$ cat src/rtl/pmod_ds2_pkg.sv
// Shared frame-buffer constants, arbiter state encoding and the pixel address helper.
package pmod_ds2_pkg;

  localparam int RD_H_DEF   = 480;
  localparam int RD_V_DEF   = 272;
  localparam int RD_LAT_DEF = 2;
  localparam int ADDR_W     = 17;
  localparam int DATA_W     = 16;
  localparam int COORD_W    = 10;

  typedef enum logic [1:0] {
    IDLE  = 2'd0,
    FETCH = 2'd1,
    DRAIN = 2'd2
  } arb_state_e;

  // Row-major word address, evaluated at full ADDR_W width so legal ranges never truncate.
  function automatic logic [ADDR_W-1:0] fb_addr(input logic [COORD_W-1:0] x,
                                                input logic [COORD_W-1:0] y,
                                                input int unsigned        h);
    return ADDR_W'(y) * ADDR_W'(h) + ADDR_W'(x);
  endfunction

endpackage

$ cat src/rtl/fb_rd_pipe.sv
// Read-return tagging: a RD_LAT-deep valid/x delay line that aligns each SRAM
// return with its column and writes it into the line buffer one cycle later.
module fb_rd_pipe
  import pmod_ds2_pkg::*;
#(
  parameter int RD_LAT = RD_LAT_DEF
) (
  input  logic               clk,
  input  logic               rst,
  input  logic               rd_valid,
  input  logic [COORD_W-1:0] rd_x,
  input  logic [DATA_W-1:0]  rd_data,
  output logic               lb_we,
  output logic [COORD_W-1:0] lb_waddr,
  output logic [DATA_W-1:0]  lb_wdata
);

  logic [RD_LAT-1:0]  v_q, v_d;
  logic [COORD_W-1:0] x_q [RD_LAT];
  logic [COORD_W-1:0] x_d [RD_LAT];
  logic               lb_we_q, lb_we_d;
  logic [COORD_W-1:0] lb_waddr_q, lb_waddr_d;
  logic [DATA_W-1:0]  lb_wdata_q, lb_wdata_d;

  always_comb begin
    v_d    = '0;
    x_d    = '{default: '0};
    v_d[0] = rd_valid;
    x_d[0] = rd_x;
    for (int i = 1; i < RD_LAT; i++) begin
      v_d[i] = v_q[i-1];
      x_d[i] = x_q[i-1];
    end
    // The last stage lines up with mem_rdata for the read it tags.
    lb_we_d    = v_q[RD_LAT-1];
    lb_waddr_d = v_q[RD_LAT-1] ? x_q[RD_LAT-1] : '0;
    lb_wdata_d = v_q[RD_LAT-1] ? rd_data : '0;
  end

  always_ff @(posedge clk) begin
    if (rst) begin
      v_q <= '0;
      for (int i = 0; i < RD_LAT; i++) x_q[i] <= '0;
      lb_we_q    <= 1'b0;
      lb_waddr_q <= '0;
      lb_wdata_q <= '0;
    end else begin
      v_q        <= v_d;
      x_q        <= x_d;
      lb_we_q    <= lb_we_d;
      lb_waddr_q <= lb_waddr_d;
      lb_wdata_q <= lb_wdata_d;
    end
  end

  assign lb_we    = lb_we_q;
  assign lb_waddr = lb_waddr_q;
  assign lb_wdata = lb_wdata_q;

endmodule

$ cat src/rtl/fb_line_arbiter.sv
// Single-port frame-buffer arbiter: line prefetch has absolute priority, pixel writer
// uses idle cycles. Define FB_LINE_ARBITER_UNDERRUN_CNT_EN to add a saturating underrun_cnt.
module fb_line_arbiter
  import pmod_ds2_pkg::*;
#(
  parameter int RD_H   = RD_H_DEF,
  parameter int RD_V   = RD_V_DEF,
  parameter int RD_LAT = RD_LAT_DEF
) (
  input  logic               clk,
  input  logic               rst,
  input  logic               line_req,
  input  logic [COORD_W-1:0] line_y,
  input  logic               wr_valid,
  output logic               wr_ready,
  input  logic [COORD_W-1:0] wr_x,
  input  logic [COORD_W-1:0] wr_y,
  input  logic [DATA_W-1:0]  wr_data,
  output logic               mem_re,
  output logic               mem_we,
  output logic [ADDR_W-1:0]  mem_addr,
  output logic [DATA_W-1:0]  mem_wdata,
  input  logic [DATA_W-1:0]  mem_rdata,
  output logic               lb_we,
  output logic [COORD_W-1:0] lb_waddr,
  output logic [DATA_W-1:0]  lb_wdata,
  output logic               line_busy,
  output logic               underrun,
`ifdef FB_LINE_ARBITER_UNDERRUN_CNT_EN
  output logic [15:0]        underrun_cnt,
`endif
  output arb_state_e         dbg_state
);

  // Handshake: a pixel transfers on a cycle where wr_valid && wr_ready are both high at
  // the clock edge; wr_ready never depends on wr_valid.

  localparam logic [COORD_W-1:0] RD_H_L    = COORD_W'(RD_H);
  localparam logic [COORD_W-1:0] RD_V_L    = COORD_W'(RD_V);
  localparam logic [COORD_W-1:0] X_LAST    = COORD_W'(RD_H - 1);
  localparam int                 DRN_W     = $clog2(RD_LAT + 2);
  localparam logic [DRN_W-1:0]   DRN_LAST  = DRN_W'(RD_LAT);

  arb_state_e         state_q, state_d;
  logic [COORD_W-1:0] x_q, x_d;
  logic [ADDR_W-1:0]  base_q, base_d;
  logic [DRN_W-1:0]   drain_q, drain_d;
  logic               mem_we_q, mem_we_d;
  logic [ADDR_W-1:0]  wr_addr_q, wr_addr_d;
  logic [DATA_W-1:0]  wr_data_q, wr_data_d;
  logic               fetch_go;
  logic               wr_fire;
  logic               wr_in_range;

  assign fetch_go    = line_req && (line_y < RD_V_L);
  assign wr_in_range = (wr_x < RD_H_L) && (wr_y < RD_V_L);

  always_ff @(posedge clk) begin
    if (rst) begin
      state_q   <= IDLE;
      x_q       <= '0;
      base_q    <= '0;
      drain_q   <= '0;
      mem_we_q  <= 1'b0;
      wr_addr_q <= '0;
      wr_data_q <= '0;
    end else begin
      state_q   <= state_d;
      x_q       <= x_d;
      base_q    <= base_d;
      drain_q   <= drain_d;
      mem_we_q  <= mem_we_d;
      wr_addr_q <= wr_addr_d;
      wr_data_q <= wr_data_d;
    end
  end

  always_comb begin
    state_d = state_q;
    x_d     = x_q;
    base_d  = base_q;
    drain_d = drain_q;
    case (state_q)
      IDLE: begin
        if (fetch_go) begin
          state_d = FETCH;
          base_d  = fb_addr('0, line_y, RD_H);
          x_d     = '0;
        end
      end
      FETCH: begin
        if (x_q == X_LAST) begin
          state_d = DRAIN;
          drain_d = '0;
        end else begin
          x_d = x_q + 1'b1;
        end
      end
      DRAIN: begin
        // Holds RD_LAT+1 cycles: the last return lands in the line buffer on the final one.
        if (drain_q == DRN_LAST) state_d = IDLE;
        else                     drain_d = drain_q + 1'b1;
      end
      default: state_d = IDLE;
    endcase
  end

  always_comb begin
    wr_ready  = (state_q == IDLE) && !line_req;
    line_busy = (state_q != IDLE);
    underrun  = line_req && (state_q != IDLE);
    mem_re    = (state_q == FETCH);
    mem_we    = mem_we_q;
    mem_addr  = (state_q == FETCH) ? (base_q + ADDR_W'(x_q)) : wr_addr_q;
    mem_wdata = wr_data_q;
    dbg_state = state_q;
  end

  // Out-of-range pixels complete the handshake but never reach the SRAM.
  always_comb begin
    wr_fire   = wr_valid && wr_ready;
    mem_we_d  = wr_fire && wr_in_range;
    wr_addr_d = mem_we_d ? fb_addr(wr_x, wr_y, RD_H) : '0;
    wr_data_d = mem_we_d ? wr_data : '0;
  end

`ifdef FB_LINE_ARBITER_UNDERRUN_CNT_EN
  logic [15:0] cnt_q, cnt_d;

  always_comb begin
    cnt_d = cnt_q;
    if (underrun && (cnt_q != 16'hFFFF)) cnt_d = cnt_q + 16'd1;
  end

  always_ff @(posedge clk) begin
    if (rst) cnt_q <= '0;
    else     cnt_q <= cnt_d;
  end

  assign underrun_cnt = cnt_q;
`endif

  fb_rd_pipe #(
    .RD_LAT (RD_LAT)
  ) u_rd_pipe (
    .clk      (clk),
    .rst      (rst),
    .rd_valid (mem_re),
    .rd_x     (x_q),
    .rd_data  (mem_rdata),
    .lb_we    (lb_we),
    .lb_waddr (lb_waddr),
    .lb_wdata (lb_wdata)
  );

endmodule

$ cat config.mk
export PLATFORM = sky130hd
export DESIGN_NAME = fb_line_arbiter
export DESIGN_NICKNAME = d
export VERILOG_FILES = /design/src/rtl/pmod_ds2_pkg.sv /design/src/rtl/fb_rd_pipe.sv /design/src/rtl/fb_line_arbiter.sv
export SDC_FILE = /design/constraint.sdc
export NUM_CORES = 1
export LEC_CHECK = 0
export CAP_MARGIN = 20
export CORE_UTILIZATION = 25
export DETAILED_ROUTE_END_ITERATION = 8
export PLACE_DENSITY_LB_ADDON = 0.1
export SETUP_SLACK_MARGIN = 0.02
export SLEW_MARGIN = 30
export SYNTH_ARGS = -nofsm -noshare
export SYNTH_HDL_FRONTEND = slang
export SYNTH_SLANG_ARGS = --single-unit
$ cat constraint.sdc
create_clock -name clk -period 5.4 [get_ports clk]
set_input_delay 1.35 -clock clk [delete_from_list [all_inputs] [get_ports clk]]
set_output_delay 1.35 -clock clk [all_outputs]
set_load 0.01 [all_outputs]
### After elaboration in Yosys (flattened, before gate mapping)

Cells that the tools add are included.
W data, S select, Z words.

| word-level totals | value |
|---|---|
| flip-flop bits (word level) | 109 |
| bits of input ports | 66 |
| output and inout port bits | 67 |
| logic and storage cells | 61 |

| cells by class | value |
|---|---|
| add/sub/neg operators | 4 |
| $mul | 2 |
| magnitude comparators | 3 |
| equal/unequal tests | 9 |
| multiplexer cells | 11 |
| bitwise gates (word level) | 2 |
| reduce and logical (&&, ||, !) cells | 17 |

Operator list:

| operator | count |
|---|---|
| $add A17 B10 Y17 | 2 |
| $lt A10 B9 Y1 const B | 3 |
| $mul A10 B4 Y12 const B | 2 |
| $mux W10 | 2 |
| $pmux W10 S2 | 1 |
| $mux W17 | 1 |
| $add A10 B1 Y10 const B | 1 |
| $eq A10 B9 Y1 const B | 1 |
| $mux W2 | 5 |
| $ne A2 B2 Y1 const B | 5 |
| $reduce_and A3 Y1 | 3 |
| $logic_and A1 B1 Y1 | 6 |
| $pmux W2 S3 | 1 |
| $reduce_bool A2 Y1 | 3 |
| $eq A2 B2 Y1 const B | 2 |
| $pmux W2 S2 | 1 |
| $reduce_or A2 Y1 | 2 |
| $add A2 B1 Y2 const B | 1 |
| $eq A2 B1 Y1 const B | 1 |
| $logic_not A2 Y1 | 1 |
| $not A1 Y1 | 2 |
| $reduce_and A2 Y1 | 1 |
| $logic_not A1 Y1 | 1 |

### Logic depth before layout (Yosys ltp)

Gate-level depths: netlist of the first run.

| logic depth | value |
|---|---|
| depth in word-level cells | 6 |
| depth in mapped cells | 11 |
| gate-level depth less buffers | 11 |

### Modules after synthesis

A second synthesis of the first run with hierarchy kept.

| second synthesis, totals | value |
|---|---|
| cell total of the unflattened synthesis | 586 |
| area total of the unflattened synthesis | 5828.1 µm² |

By module, submodules not included:

| module | instances | cells an instance | area an instance (µm²) | seq. area each (µm²) |
|---|---|---|---|---|
| fb_line_arbiter | 1 | 481 | 4423.0 | 1201.2 |
| fb_rd_pipe | 1 | 105 | 1405.1 | 980.9 |

### Worst setup path before layout of the first run

Ideal clock, no wire load.

| timing path | value |
|---|---|
| path kind | input port to flip-flop |
| start | in wr_y[0] |
| end | reg wr_addr_q[15] |
| library setup time | 0.132 ns |
| arrival time | 4.081 ns |
| data required time | 5.268 ns |
| slack | 1.187 ns |
| stages | 10 |
| path buffers | 0 |
| cells stage by stage | fa_1 -> fa_1 -> fa_1 -> ha_1 -> inv_1 -> o21ai_0 -> a21o_1 -> nand4b_4 -> o311ai_0 -> a21oi_1 |

| on the way | value |
|---|---|
| longest elaborated chain between the ends | 5 |
| elaborated cells on any way between the ends | 7 |
| those cells by class | add/sub: 1; mul: 1; order compare: 1; bitwise: 1; reduce/logical: 3 |

RTL lines:

| what | RTL line | text |
|---|---|---|
| from (decl) | fb_line_arbiter.sv:17 | `input logic [COORD_W-1:0] wr_y,` |
| branches (longest 5 deep; another with $add A17 B10 Y17) | - |  |
| to (signal assigned) | fb_line_arbiter.sv:73 | `wr_addr_q <= wr_addr_d;` |
| to (decl) | fb_line_arbiter.sv:49 | `logic [ADDR_W-1:0] wr_addr_q, wr_addr_d;` |

Parallel ways; which one is timed is not known.
A chain may end at the register's enable or synchronous reset.

### Worst setup path after layout of the first run

| timing path | value |
|---|---|
| start | reg x_q[5] |
| end | out mem_addr[13] |

| on the way | value |
|---|---|
| longest elaborated chain between the ends | 2 |

RTL lines:

| what | RTL line | text |
|---|---|---|
| from (decl) | fb_line_arbiter.sv:45 | `logic [COORD_W-1:0] x_q, x_d;` |
| from (signal assigned) | fb_line_arbiter.sv:61 | `x_q <= '0;` |
| from (signal assigned) | fb_line_arbiter.sv:69 | `x_q <= x_d;` |
| $add A17 B10 Y17 | fb_line_arbiter.sv:114 | `mem_addr = (state_q == FETCH) ? (base_q + ADDR_W'(x_q)) : wr_addr_q;` |
| $mux W17 | fb_line_arbiter.sv:114 |  |
| to (decl) | fb_line_arbiter.sv:21 | `output logic [ADDR_W-1:0] mem_addr,` |

No other way between the ends.

==> flow_summary.toml, run 1 <==
[route]
wirelength_um = 13600
drc = 0
first_pass_iters = 6
drt-initial-drc-count = 189
postRouteAntennaNets = 0
vias_per_cell = 4.24
dr_total_vias = 4531
drt-wirelength-per-cell_um = 12.8

[floorplan]
rows = 56
die_y_um = 156
ios = 133
die-area_mm2 = 0.0244
core_area_mm2 = 0.0234
die_w_um = 156
start_util_pct = 25.4

[yosys]
ys_seq_area_share_pct = 36.7
syn_area_per_cell_um2 = 9.67
yosys_warnings = 0
synth_edf_count = 0
synth-seq-cells = 109
synth_area_mm2 = 0.00595
syn_inst = 615
async_reset_ff_share_pct = 0
ys.flop_type = "dfxtp_1"
synth_cell_types = 64
syn-num-nets = 761

[critical_path]
crit_path_top_delay_cell = "clkdlybuf4s50_1"
required_ps = 4050
critPathMostFrequentCell = "o21ai_0"
worstSetupStartpointType = "register"
crit_type = "reg2out"
max_stage_delay_ps = 610
path_max_fanout = 8
cp-end-kind = "primary output"
crit_chain = "ha_1 > inv_1 > fa_1 > nor2b_1 > o21ai_0 > a21oi_1 > o2111ai_1 > xor2_1 > o21ai_0 > clkdlybuf4s50_1"
critPathArrivalTime_ps = 3270

[final_layout]
drive_gt1_share_pct = 5.07
nNetsFinal = 890
final_cell_mix = "clkdlybuf4s50_1, dfxtp_1, and2_1, inv_1, ha_1"
antenna_cells = 0
syn2layout_area_growth_pct = 33.4
layout_commonest_cell = "clkdlybuf4s50_1"
stdcell_count = 1068

[global_routing]
antenna_found_initial = 0
grt_pass1_vias = 4663
grt_overflow = 0
grt.total_usage_pct = 11.7
grt_first_pass_wirelength_um = 22400
grt_max_degree = 46

[timing]
fin_crit_sh_pct = 85.6
fmax_mhz = 216
slew_violations = 0
period_minus_slack_ps = 4620
rsz0062_at_grt = "no"
hold_viol = 0
fin_worst_skew_ps = 20.7
finalSetupViolCount = 0
slew-limit-headroom_pct = 54.3
tightest_slew_ps = 684
tns_ps = 0

[pwr]
powerDensity_mw_per_mm2 = 284
power.leakage_nw = 3.19
p_int_mw = 1.51
clkPwrFrac_pct = 29.9
ir_drop_uv = 135
p_sw_share_pct = 33.1
pwr-share-seq_pct = 37.1
p_switching_mw = 0.746
pwr-share-comb_pct = 33.0

[clock_network]
path_clk_slew_ps = 90
cts_tree = "built"
cts_htree_levels = 3
clock_latency_ps = 360
clockBufferDepth = 2
cts_root_buf = "clkbuf_16"
cts_buffers = 9
postCtsSetupBuffers = 0
clock-sinks = 109
cts_resized = 0
holdBufCountCts = 0

[place]
place_hpwl_um = 10900
io_buffers = 132
placed_cells = 1052
gp_congestion = 0.766

[job]
maxCapViolCount = 0

[min_path]
min_path_type = "reg2reg"

[status]
outcome = "finished clean"
## area by class of cell
class / count / area [µm²]
fill: 2448 / 15500
multi-input combinational: 438 / 3510
sequential: 109 / 2180
timing repair buffer: 137 / 1360
tap: 319 / 399
clock buffer: 9 / 225
inverter: 49 / 184
clock inverter: 7 / 81.3
## path summary, 6_finish.rpt
check | startpoint | end | slack (ps) | cells after the start
hold / removal | u_rd_pipe.x_q[9] | u_rd_pipe.lb_waddr[9] | 420 | 1
hold reg to reg | u_rd_pipe.x_q[9] | u_rd_pipe.lb_waddr[9] | 420 | 1
setup reg to reg | dbg_state[1] | mem_wdata[15] | 3030 | 6
setup / recovery | x_q[5] | mem_addr[13] | 780 | 10
## critical path, delay by kind of cell (launching register included)
| kind | cells | cell delay (ps) |
|---|---|---|
| AO/OA/AOI/OAI | 4 | 850 |
| buffers and inverters | 2 | 660 |
| adder cells (fa/ha/maj) | 2 | 630 |
| flip-flops | 1 | 500 |
| XOR/XNOR | 1 | 170 |
| AND/OR/NAND/NOR | 1 | 130 |
## power by group through the flow
stage | logic (mW) | registers, mW | clock network, mW
2_1_floorplan | 0.559 | 0.849 | 0
3_3_place_gp | 0.751 | 0.854 | 0
3_5_place_dp | 0.752 | 0.854 | 0
4_1_cts | 0.758 | 0.835 | 0.709
5_1_grt | 0.847 | 0.837 | 0.744
6_report | 0.743 | 0.834 | 0.674
## per-stage QoR
step | utilization, % | total power [mW] | instance area [µm²] | worst slack, ps | hold slack [ps]
2_1_floorplan | - | 1.41 | 5950 | 1190 | 406
5_1_grt | 33.9 | 2.43 | 7940 | 517 | 440
3_3_place_gp | 32.6 | 1.61 | 7630 | 528 | 411
4_1_cts | 33.9 | 2.30 | 7940 | 777 | 431
3_5_place_dp | 32.6 | 1.61 | 7630 | 439 | 414
6_report | 33.9 | 2.25 | 7940 | 780 | 423
## synthesized netlist by cell type, drive strengths merged, types with 4 or more instances
cell / instances / area (µm²)
o21ai: 29 / 153
nand2: 43 / 161
nand2b: 4 / 25.0
nand3: 11 / 55.1
o31ai: 4 / 30.0
clkbuf: 16 / 61.3
xor2: 12 / 105
a21o: 10 / 75.1
nor3: 12 / 60.1
nor2: 43 / 161
nor2b: 25 / 156
inv: 49 / 184
ha: 44 / 551
mux2i: 7 / 70.1
and2: 52 / 327
a211oi: 7 / 70.1
xnor2: 15 / 131
and3: 4 / 25.0
a21oi: 18 / 90.1
or2: 5 / 31.3
dfxtp: 109 / 2180
nand4: 6 / 37.5
a31oi: 6 / 58.8
or3: 5 / 31.3
nor4: 4 / 40.0
fa: 36 / 721
## flip-flops by register name (all words and copies together) (netlist names)
name                count
wr_addr_q              17
mem_wdata              16
u_rd_pipe.lb_wdata     16
base_q                 12
u_rd_pipe.lb_waddr     10
u_rd_pipe.x_d          10
u_rd_pipe.x_q          10
x_q                    10
dbg_state               2
drain_q                 2
u_rd_pipe.v_q           2
mem_we                  1
u_rd_pipe.lb_we         1
## layer usage
metal	GRT usage [%]	vias up	routed length [µm]
met5	0	-	0
met4	3.50	0	155
met3	2.10	13	567
met2	20.0	102	6550
met1	14.8	2103	6360
li1	-	2313	-
## kinds of logic after synthesis
logic type,count (synthesis),share of synthesized area (%)
adder cells (fa/ha/maj),80,21.4
multiplexers,7,1.18
AO/OA/AOI/OAI,97,11.4
flip-flops,109,36.7
AND/OR/NAND/NOR,227,21.0
XOR/XNOR,27,3.98
buffers and inverters,68,4.35
No activity file was read; power rests on OpenSTA's default activity.
==> run 2, diff against run 1 <==
==> constraint.sdc (replaced) <==
create_clock -name clk -period 3.9 [get_ports clk]
set_input_delay 0.975 -clock clk [delete_from_list [all_inputs] [get_ports clk]]
set_output_delay 0.975 -clock clk [all_outputs]
set_load 0.01 [all_outputs]
==> flow_summary.toml, run 2 (synthesis results as in run 1) <==
[pwr]
powerDensity_mw_per_mm2 = 406
power.leakage_nw = 3.57
ir_drop_uv = 201
power_mw = 3.47

[route]
met3_length_um = 628
wl_met2_um = 6820
postRouteAntennaNets = 0
wirelength_met1_um = 6880
dr_total_vias = 4798
drt-initial-drc-count = 176
highest_layer = "met4"
first_pass_iters = 5
drc = 0
wirelength_um = 14600
vias_per_cell = 4.24
drt-wirelength-per-cell_um = 12.9

[critical_path]
r2r-start = "dbg_state[1]"
r2r_cells = 9
critPathArrivalTime_ps = 4060
path_max_fanout = 5
worstSetupStartpointType = "input pin"
r2r_slack_ps = 1920
worstReg2RegEnd = "wr_addr_q[16]"
crit_type = "in2reg"
cp-end-kind = "register"
required_ps = 4180

[min_path]
min_path_type = "reg2reg"
hp-start = "u_rd_pipe.x_q[7]"
holdPathStages = 1
hold_end = "u_rd_pipe.lb_waddr[7]"

[place]
io_buffers = 132
place_hpwl_um = 11600
post-place-ws_ps = -606
gp_congestion = 0.750

[final_layout]
drive_gt1_share_pct = 15.8
final_cell_mix = "clkdlybuf4s50_1, dfxtp_1, buf_4, and2_1, inv_1"
nNetsFinal = 954
regMostFlops = "wr_addr_q"
antenna_cells = 0
largest_reg_flops = 17
layout_commonest_cell = "clkdlybuf4s50_1"
syn2layout_area_growth_pct = 43.9

[timing]
fmax_mhz = 265
hold_viol = 0
worst_slack_ps = 122
slew_violations = 0
period_minus_slack_ps = 3780
slew-limit-headroom_pct = 63.6
fin_crit_sh_pct = 96.9
fin_worst_skew_ps = 6.90
rsz0062_at_grt = "yes"
tightest_slew_ps = 545
finalSetupViolCount = 0
tns_ps = 0

[clock_network]
clockBufferDepth = 2
clock-sinks = 109
cts_buffers = 9
path_clk_slew_ps = 70
cts_root_buf = "clkbuf_16"
cts_tree = "built"
holdBufCountCts = 0
clock_latency_ps = 350
cts_htree_levels = 3

[global_routing]
grt_first_pass_wirelength_um = 24100
grt_max_degree = 46
grt.total_usage_pct = 12.5
grt_overflow = 0
antenna_found_initial = 0
grt_pass1_vias = 5007

[floorplan]
core_area_mm2 = 0.0234
die_y_um = 156
rows = 56
ios = 133
start_util_pct = 25.4
die_w_um = 156
die-area_mm2 = 0.0244

[status]
outcome = "finished clean"

[job]
maxCapViolCount = 0
==> run 2: worst max-delay path by stage <==
stage | startpoint | endpoint | cells past startpoint | slack, ps
finish | wr_y[4] | wr_addr_q[15] | 12 | 120
global route | dbg_state[0] | mem_addr[16] | 5 | 8
CTS | wr_y[3] | wr_addr_q[15] | 12 | 10
detailed placement | wr_y[1] | wr_addr_q[15] | 11 | -610
global placement | wr_y[1] | wr_addr_q[15] | 11 | -530
floorplan | wr_y[0] | wr_addr_q[15] | 10 | 60
==> run 2: metal layers <==
layer,vias up,global-route usage [%]
met1,2245,16.1
met4,0,4.44
met5,-,0
met3,16,2.16
li1,2433,-
met2,104,21.0
==> run 2: worst max-delay path: stages <==
cell and delay, ps:
clkdlybuf4s50_1 470, inv_2 80, fa_1 480, fa_1 520
inv_1 70, ha_4 250, or3b_1 380, o221ai_2 80
a211o_4 150, nand4b_4 120, a2111o_1 350, a21oi_1 130
==> run 2: final cells by class <==
type | count | area, µm²
clock buffers | 10 | 239
multi-input cells | 438 | 3650
clock inverters | 5 | 67.6
well taps | 319 | 399
fillers | 2433 | 14800
repair buffers | 201 | 1840
flip-flops and latches | 109 | 2180
inverters | 49 | 184
==> run 2: what timing repair did <==
item / in CTS / in global routing
setup buffers: 2 / 2
setup endpoints to repair: 12 / 13
resized for setup: 22 / 23
pin swaps: 9 / 16
endpoints found under the hold margin: 0 / 0
==> run 2: through the flow <==
stage               hold WS [ps]  area [µm²]  utilization (%)  instances
floorplan                    406        5950                -        615
global placement             411        8080             34.5       1112
detailed placement           411        8080             34.5       1112
CTS                          428        8450             36.1       1129
global route                 451        8560             36.6       1131
finish                       427        8560             36.6       1131
==> run 2: report_power, final <==
part / total (mW) / internal, mW / switching [mW] / leakage, nW
clock: 0.958 / 0.522 / 0.436 / 0.151
sequential: 1.16 / 1.14 / 0.0203 / 0.880
combinational: 1.36 / 0.732 / 0.628 / 2.53
total: 3.47 / 2.39 / 1.08 / 3.57
